<file path="config.mk">
export PLATFORM = sky130hd
export DESIGN_NAME = chord_song_reader
export DESIGN_NICKNAME = d
export VERILOG_FILES = /design/src/rtl/chord_song_reader_pkg.sv /design/src/rtl/chord_song_reader_song_rom.sv /design/src/rtl/chord_song_reader.sv
export SDC_FILE = /design/constraint.sdc
export NUM_CORES = 1
export LEC_CHECK = 0
export ABC_AREA = 1
export CAP_MARGIN = 10
export CORE_MARGIN = 2
export CORE_UTILIZATION = 35
export CTS_BUF_LIST = sky130_fd_sc_hd__clkbuf_4 sky130_fd_sc_hd__clkbuf_8 sky130_fd_sc_hd__clkbuf_16
export CTS_CLUSTER_DIAMETER = 50
export CTS_CLUSTER_SIZE = 20
export DETAILED_ROUTE_END_ITERATION = 10
export SLEW_MARGIN = 30
export SYNTH_ARGS = -nofsm -noshare
export SYNTH_HDL_FRONTEND = slang
export SYNTH_HIERARCHICAL = 1
export SYNTH_SLANG_ARGS = --single-unit
export TNS_END_PERCENT = 30
</file>
<file path="constraint.sdc">
create_clock -name clk -period 2.1 [get_ports clk]
set_input_delay 0.63 -clock clk [delete_from_list [all_inputs] [get_ports clk]]
set_output_delay 0.63 -clock clk [all_outputs]
set_load 0.01 [all_outputs]
</file>
<file path="src/rtl/chord_song_reader_pkg.sv">
// rtl/chord_song_reader_pkg.sv - shared entry codes, field positions and FSM encoding
package chord_song_reader_pkg;

   // Entry type codes held in the top two bits of a ROM word (1x is end)
   localparam logic [1:0] ENTRY_NOTE = 2'b00;
   localparam logic [1:0] ENTRY_ADV  = 2'b01;
   localparam logic [1:0] ENTRY_END  = 2'b10;

   // Field bit positions within a 16-bit ROM word
   localparam int TYPE_HI = 15;
   localparam int TYPE_LO = 14;
   localparam int NOTE_HI = 11;
   localparam int NOTE_LO = 6;
   localparam int DUR_HI  = 5;
   localparam int DUR_LO  = 0;

   typedef enum logic [2:0] {
      IDLE        = 3'd0,
      FETCH       = 3'd1,
      DECODE      = 3'd2,
      WAIT_PLAYER = 3'd3,
      HOLD        = 3'd4,
      WAIT_BEATS  = 3'd5,
      DONE        = 3'd6
   } state_t;

   function automatic logic [15:0] make_note(input logic [5:0] n, input logic [5:0] d);
      return {ENTRY_NOTE, 2'b00, n, d};
   endfunction

   function automatic logic [15:0] make_adv(input logic [5:0] beats);
      return {ENTRY_ADV, 8'h00, beats};
   endfunction

   function automatic logic [15:0] make_end();
      return {ENTRY_END, 14'h0000};
   endfunction

endpackage

</file>
<file path="src/rtl/chord_song_reader_song_rom.sv">
// rtl/chord_song_reader_song_rom.sv - synchronous-read song ROM addressed by {song, idx}
import chord_song_reader_pkg::*;

module song_rom #(
   parameter int SONG_W = 2,
   parameter int IDX_W  = 5
) (
   input  logic              clk,
   input  logic [SONG_W-1:0] song,
   input  logic [IDX_W-1:0]  idx,
   output logic [15:0]       data
);

   // Song 0: short chord then a rest; song 1: two notes, a zero advance, a
   // long advance and one more note; song 2: every slot a note, no end entry
   function automatic logic [15:0] rom_word(input int s, input int i);
      logic [15:0] w;
      w = make_end();
      case (s)
         0: case (i)
               0: w = make_note(6'd20, 6'd8);
               1: w = make_note(6'd24, 6'd8);
               2: w = make_note(6'd27, 6'd8);
               3: w = make_adv(6'd8);
               default: w = make_end();
            endcase
         1: case (i)
               0: w = make_note(6'd40, 6'd4);
               1: w = make_note(6'd43, 6'd4);
               2: w = make_adv(6'd0);
               3: w = make_adv(6'd12);
               4: w = make_note(6'd47, 6'd2);
               default: w = make_end();
            endcase
         2: w = make_note(6'(i + 1), 6'd3);
         default: w = make_end();
      endcase
      return w;
   endfunction

   // Registered read: data is valid the cycle after the address is presented
   always_ff @(posedge clk) begin
      data <= rom_word(int'(song), int'(idx));
   end

endmodule

</file>
<file path="src/rtl/chord_song_reader.sv">
// rtl/chord_song_reader.sv - song ROM sequencer feeding the chord engine (option: CHORD_SONG_LOOP_EN)
import chord_song_reader_pkg::*;

module chord_song_reader #(
   parameter int SONG_W  = 2,
   parameter int IDX_W   = 5,
   parameter int HOLDOFF = 2
) (
   input  logic              clk,
   input  logic              reset,
   input  logic              play,
   input  logic [SONG_W-1:0] song,
   input  logic              player_available,
   input  logic              beat,
   output logic              new_note,
   output logic [5:0]        note_to_load,
   output logic [5:0]        duration_to_load,
   output logic              song_done
);

`ifdef CHORD_SONG_LOOP_EN
   localparam state_t END_STATE  = FETCH;
   localparam state_t LAST_NOTE  = HOLD;
`else
   localparam state_t END_STATE  = DONE;
   localparam state_t LAST_NOTE  = DONE;
`endif

   state_t            state_q, state_d;
   logic [SONG_W-1:0] song_q;
   logic [IDX_W-1:0]  idx_q;
   logic [5:0]        beat_cnt_q;
   logic [7:0]        hold_cnt_q;
   logic [15:0]       rom_data;

   logic song_latch, idx_clr, idx_inc, beat_load, beat_dec;
   logic hold_clr, hold_inc, strobe, end_evt;

   wire [1:0] entry_type = rom_data[TYPE_HI:TYPE_LO];
   wire [5:0] adv_cnt    = rom_data[DUR_HI:DUR_LO];
   wire       song_chg   = (song != song_q);
   wire       idx_last   = &idx_q;
   wire       hold_last  = (hold_cnt_q == 8'(HOLDOFF - 1));
   wire       unused_bits = ^rom_data[13:12];
   // An increment past the last index ends (or loops) the song
   wire state_t step_state = idx_last ? END_STATE : FETCH;

   song_rom #(.SONG_W(SONG_W), .IDX_W(IDX_W)) u_rom (
      .clk  (clk),
      .song (song_q),
      .idx  (idx_q),
      .data (rom_data)
   );

   // State register
   always_ff @(posedge clk or posedge reset) begin
      if (reset) state_q <= IDLE;
      else       state_q <= state_d;
   end

   // Next state: song change beats pause, pause freezes every running state
   always_comb begin
      state_d = state_q;
      case (state_q)
         IDLE: if (play) state_d = FETCH;
         DONE: if (!play || song_chg) state_d = IDLE;
         default: begin
            if (song_chg) begin
               state_d = FETCH;
            end else if (play) begin
               case (state_q)
                  FETCH:  state_d = DECODE;
                  DECODE: begin
                     case (entry_type)
                        ENTRY_NOTE: state_d = WAIT_PLAYER;
                        ENTRY_ADV:  state_d = (adv_cnt == 6'd0) ? step_state : WAIT_BEATS;
                        default:    state_d = END_STATE;
                     endcase
                  end
                  WAIT_PLAYER: if (player_available) state_d = idx_last ? LAST_NOTE : HOLD;
                  HOLD:        if (hold_last) state_d = FETCH;
                  WAIT_BEATS:  if (beat && beat_cnt_q == 6'd1) state_d = step_state;
                  default:     state_d = state_q;
               endcase
            end
         end
      endcase
   end

   // Datapath controls decoded from the current state and inputs
   always_comb begin
      song_latch = 1'b0;
      idx_clr    = 1'b0;
      idx_inc    = 1'b0;
      beat_load  = 1'b0;
      beat_dec   = 1'b0;
      hold_clr   = 1'b0;
      hold_inc   = 1'b0;
      strobe     = 1'b0;
      end_evt    = 1'b0;
      case (state_q)
         IDLE: if (play) begin
            song_latch = 1'b1;
            idx_clr    = 1'b1;
         end
         DONE: ;
         default: begin
            if (song_chg) begin
               song_latch = 1'b1;
               idx_clr    = 1'b1;
            end else if (play) begin
               case (state_q)
                  DECODE: begin
                     case (entry_type)
                        ENTRY_NOTE: ;
                        ENTRY_ADV: begin
                           if (adv_cnt == 6'd0) begin
                              idx_inc = 1'b1;
                              end_evt = idx_last;
                           end else begin
                              beat_load = 1'b1;
                           end
                        end
                        default: begin
                           idx_clr = 1'b1;
                           end_evt = 1'b1;
                        end
                     endcase
                  end
                  WAIT_PLAYER: if (player_available) begin
                     strobe   = 1'b1;
                     idx_inc  = 1'b1;
                     hold_clr = 1'b1;
                     end_evt  = idx_last;
                  end
                  HOLD: hold_inc = 1'b1;
                  WAIT_BEATS: if (beat) begin
                     beat_dec = 1'b1;
                     if (beat_cnt_q == 6'd1) begin
                        idx_inc = 1'b1;
                        end_evt = idx_last;
                     end
                  end
                  default: ;
               endcase
            end
         end
      endcase
   end

   // Counters, latched song and registered outputs
   always_ff @(posedge clk or posedge reset) begin
      if (reset) begin
         song_q           <= '0;
         idx_q            <= '0;
         beat_cnt_q       <= '0;
         hold_cnt_q       <= '0;
         new_note         <= 1'b0;
         note_to_load     <= '0;
         duration_to_load <= '0;
         song_done        <= 1'b0;
      end else begin
         if (song_latch) song_q <= song;
         if (idx_clr)      idx_q <= '0;
         else if (idx_inc) idx_q <= idx_q + 1'b1;
         if (beat_load)     beat_cnt_q <= adv_cnt;
         else if (beat_dec) beat_cnt_q <= beat_cnt_q - 6'd1;
         if (hold_clr)      hold_cnt_q <= '0;
         else if (hold_inc) hold_cnt_q <= hold_cnt_q + 8'd1;
         new_note <= strobe;
         if (strobe) begin
            note_to_load     <= rom_data[NOTE_HI:NOTE_LO];
            duration_to_load <= rom_data[DUR_HI:DUR_LO];
         end
`ifdef CHORD_SONG_LOOP_EN
         song_done <= end_evt;
`else
         song_done <= (state_d == DONE);
`endif
      end
   end

endmodule

</file>
==> flow_metrics.py <==
metrics = {
    "global_route": {
        "grt_max_degree": 39,
        "grt-ovfl-total": 0,
        "grt_pass1_wl_mm": 10.7,
        "grt_pass1_vias": 2451,
        "grt.total_usage_pct": 15.1,
        "antenna_found_initial": 0,
    },
    "timing": {
        "slew_viol_final": 0,
        "timing.final.crit_share_pct": 91.3,
        "setup_tns_ps": 0,
        "layout_min_cycle_time_ps": 1920,
        "max_freq_ghz": 0.522,
        "grt_setup_unrepaired": "no",
        "fin_worst_skew_ps": 11.3,
        "finalHoldViolCount": 0,
        "setup_slack_ps": 184,
        "setup_viol": 0,
    },
    "clock_tree": {
        "clk_pin_slew_worst_paths_ps": 100,
        "numCtsBuffers": 5,
        "cts_resized": 0,
        "insertion_delay_ps": 310,
        "clockBufferDepth": 2,
        "cts_tree": "built",
        "root_buffer": "clkbuf_8",
        "hold_buffers": 0,
        "cts_max_level": 2,
        "clock-sinks": 50,
        "postCtsSetupBuffers": 0,
    },
    "route": {
        "wl_met2_mm": 2.87,
        "vias": 2439,
        "routedWlPerCell_um": 11.5,
        "first_iter_violations": 153,
        "met1_length_mm": 2.69,
        "finalWirelength_mm": 5.91,
        "routed.top_layer": "met4",
        "drtAntennaViolNets": 0,
        "route.detailed.drc": 0,
        "firstDrtPassIters": 4,
        "vias_per_cell": 4.73,
        "dr_wl_met3_um": 198,
    },
    "final_layout": {
        "fin_cells": 516,
        "drive_gt1_share_pct": 16.9,
        "diodes": 0,
        "fin_util_pct": 43.4,
        "final_cell_mix": "111 x nand2_1, 38 x inv_1, 38 x dfrtp_1",
        "nets": 431,
        "design_area_um2": 3390,
        "layout_commonest_cell": "nand2_1",
        "areaGrowthSynthToFinish_pct": 18.6,
    },
    "logic_synthesis": {
        "syn_avg_cell_area_um2": 7.63,
        "synthesis.area_um2": 2860,
        "yosysWarnings": 6,
        "syn_inst": 374,
    },
    "power_and_ir_drop": {
        "p_seq_share_pct": 41.9,
        "p_switching_mw": 1.42,
        "p_leak_nw": 1.72,
        "clock_power_share_pct": 17.0,
        "power_density_nw_per_um2": 1050,
        "p_comb_share_pct": 41.1,
        "swShare_pct": 40.1,
        "p_int_mw": 2.12,
        "ir_worst_vdd_mv": 0.283,
    },
    "critical_path": {
        "crit_path_start_kind": "input port",
        "crit_arrival_ps": 2160,
        "worstPathMaxFanout": 6,
        "slowest_stage": "clkdlybuf4s50_1",
        "critPathKind": "in -> reg",
        "cp.required_ps": 2350,
        "crit_chain": "clkdlybuf4s50_1 > xnor2_1 > nand2_1 > nor2_4 > inv_2 > nor2_1 > nand2_2 > inv_2 > nand4_1 > nand2_1",
        "endpoint_kind": "register",
        "slowest_delay_ps": 480,
    },
    "die": {
        "fp.dieW_um": 94.3,
        "io_pins": 21,
        "initial_utilization_pct": 36.6,
        "rows": 32,
        "die_h_um": 94.3,
        "dieArea_um2": 8900,
        "coreArea_um2": 7810,
    },
    "place": {
        "preCtsSetupSlack_ps": -145,
        "gp_congestion": 0.857,
        "hpwlAfterDp_mm": 4.60,
        "place_area_um2": 3290,
        "io_buffers": 20,
        "dp_cells": 508,
    },
    "flow_run": {
        "max_cap_viol_count": 0,
    },
    "outcome": {
        "status": "completed",
    },
    "worst_hold_path": {
        "holdCritPathClass": "reg -> reg",
    },
}
[routing by layer]
layer  vias to the layer above  global-route usage (%)
li1                       1255                       -
met1                      1124                    18.6
met2                        48                    26.0
met3                        12                    2.89
met4                         0                    6.04
met5                         -                       0
[sequential cells by signal, indices dropped and copies added (netlist names)]
register          cells
u_rom/data           12
hold_cnt_q            8
beat_cnt_q            6
duration_to_load      6
note_to_load          6
idx_q                 5
state_q               3
song_q                2
new_note              1
song_done             1
[power by group through the flow]
stage | sequential, mW | combinational (mW) | clock, mW
2_1_floorplan | 1.51 | 0.972 | 0
4_1_cts | 1.49 | 1.47 | 0.631
3_3_place_gp | 1.50 | 1.45 | 0
3_5_place_dp | 1.50 | 1.46 | 0
6_report | 1.48 | 1.46 | 0.602
5_1_grt | 1.53 | 1.68 | 0.671
[final cells by class]
class | count | area, µm²
clock inverters | 2 | 17.5
flip-flops and latches | 50 | 1190
repair buffers | 37 | 340
well taps | 102 | 128
multi-input cells | 271 | 1450
inverters | 48 | 180
clock buffers | 6 | 82.6
fillers | 802 | 4420
[through the flow]
step / power, mW / hold slack, ps
floorplan: 2.48 / 402
global placement: 2.95 / 412
detailed placement: 2.97 / 419
CTS: 3.59 / 423
global route: 3.88 / 449
finish: 3.54 / 420
[critical path: cells and delay by family]
family | cells | cell delay (ps)
buffers and inverters | 3 | 680
AND/OR/NAND/NOR | 6 | 720
XOR/XNOR | 1 | 120
[path summary, 6_finish.rpt]
path,cells past startpoint,startpoint,slack [ps],to
min in group asynchronous,3,reset,660,duration_to_load[5]
setup / recovery,10,song[1],180,idx_q[2]
hold reg to reg,2,u_rom/data[8],420,note_to_load[2]
hold / removal,2,u_rom/data[8],420,note_to_load[2]
setup reg to reg,14,idx_q[1],250,song_done
max in group asynchronous,3,reset,1240,song_done
Note: power is estimated with default switching activity, not from simulation.
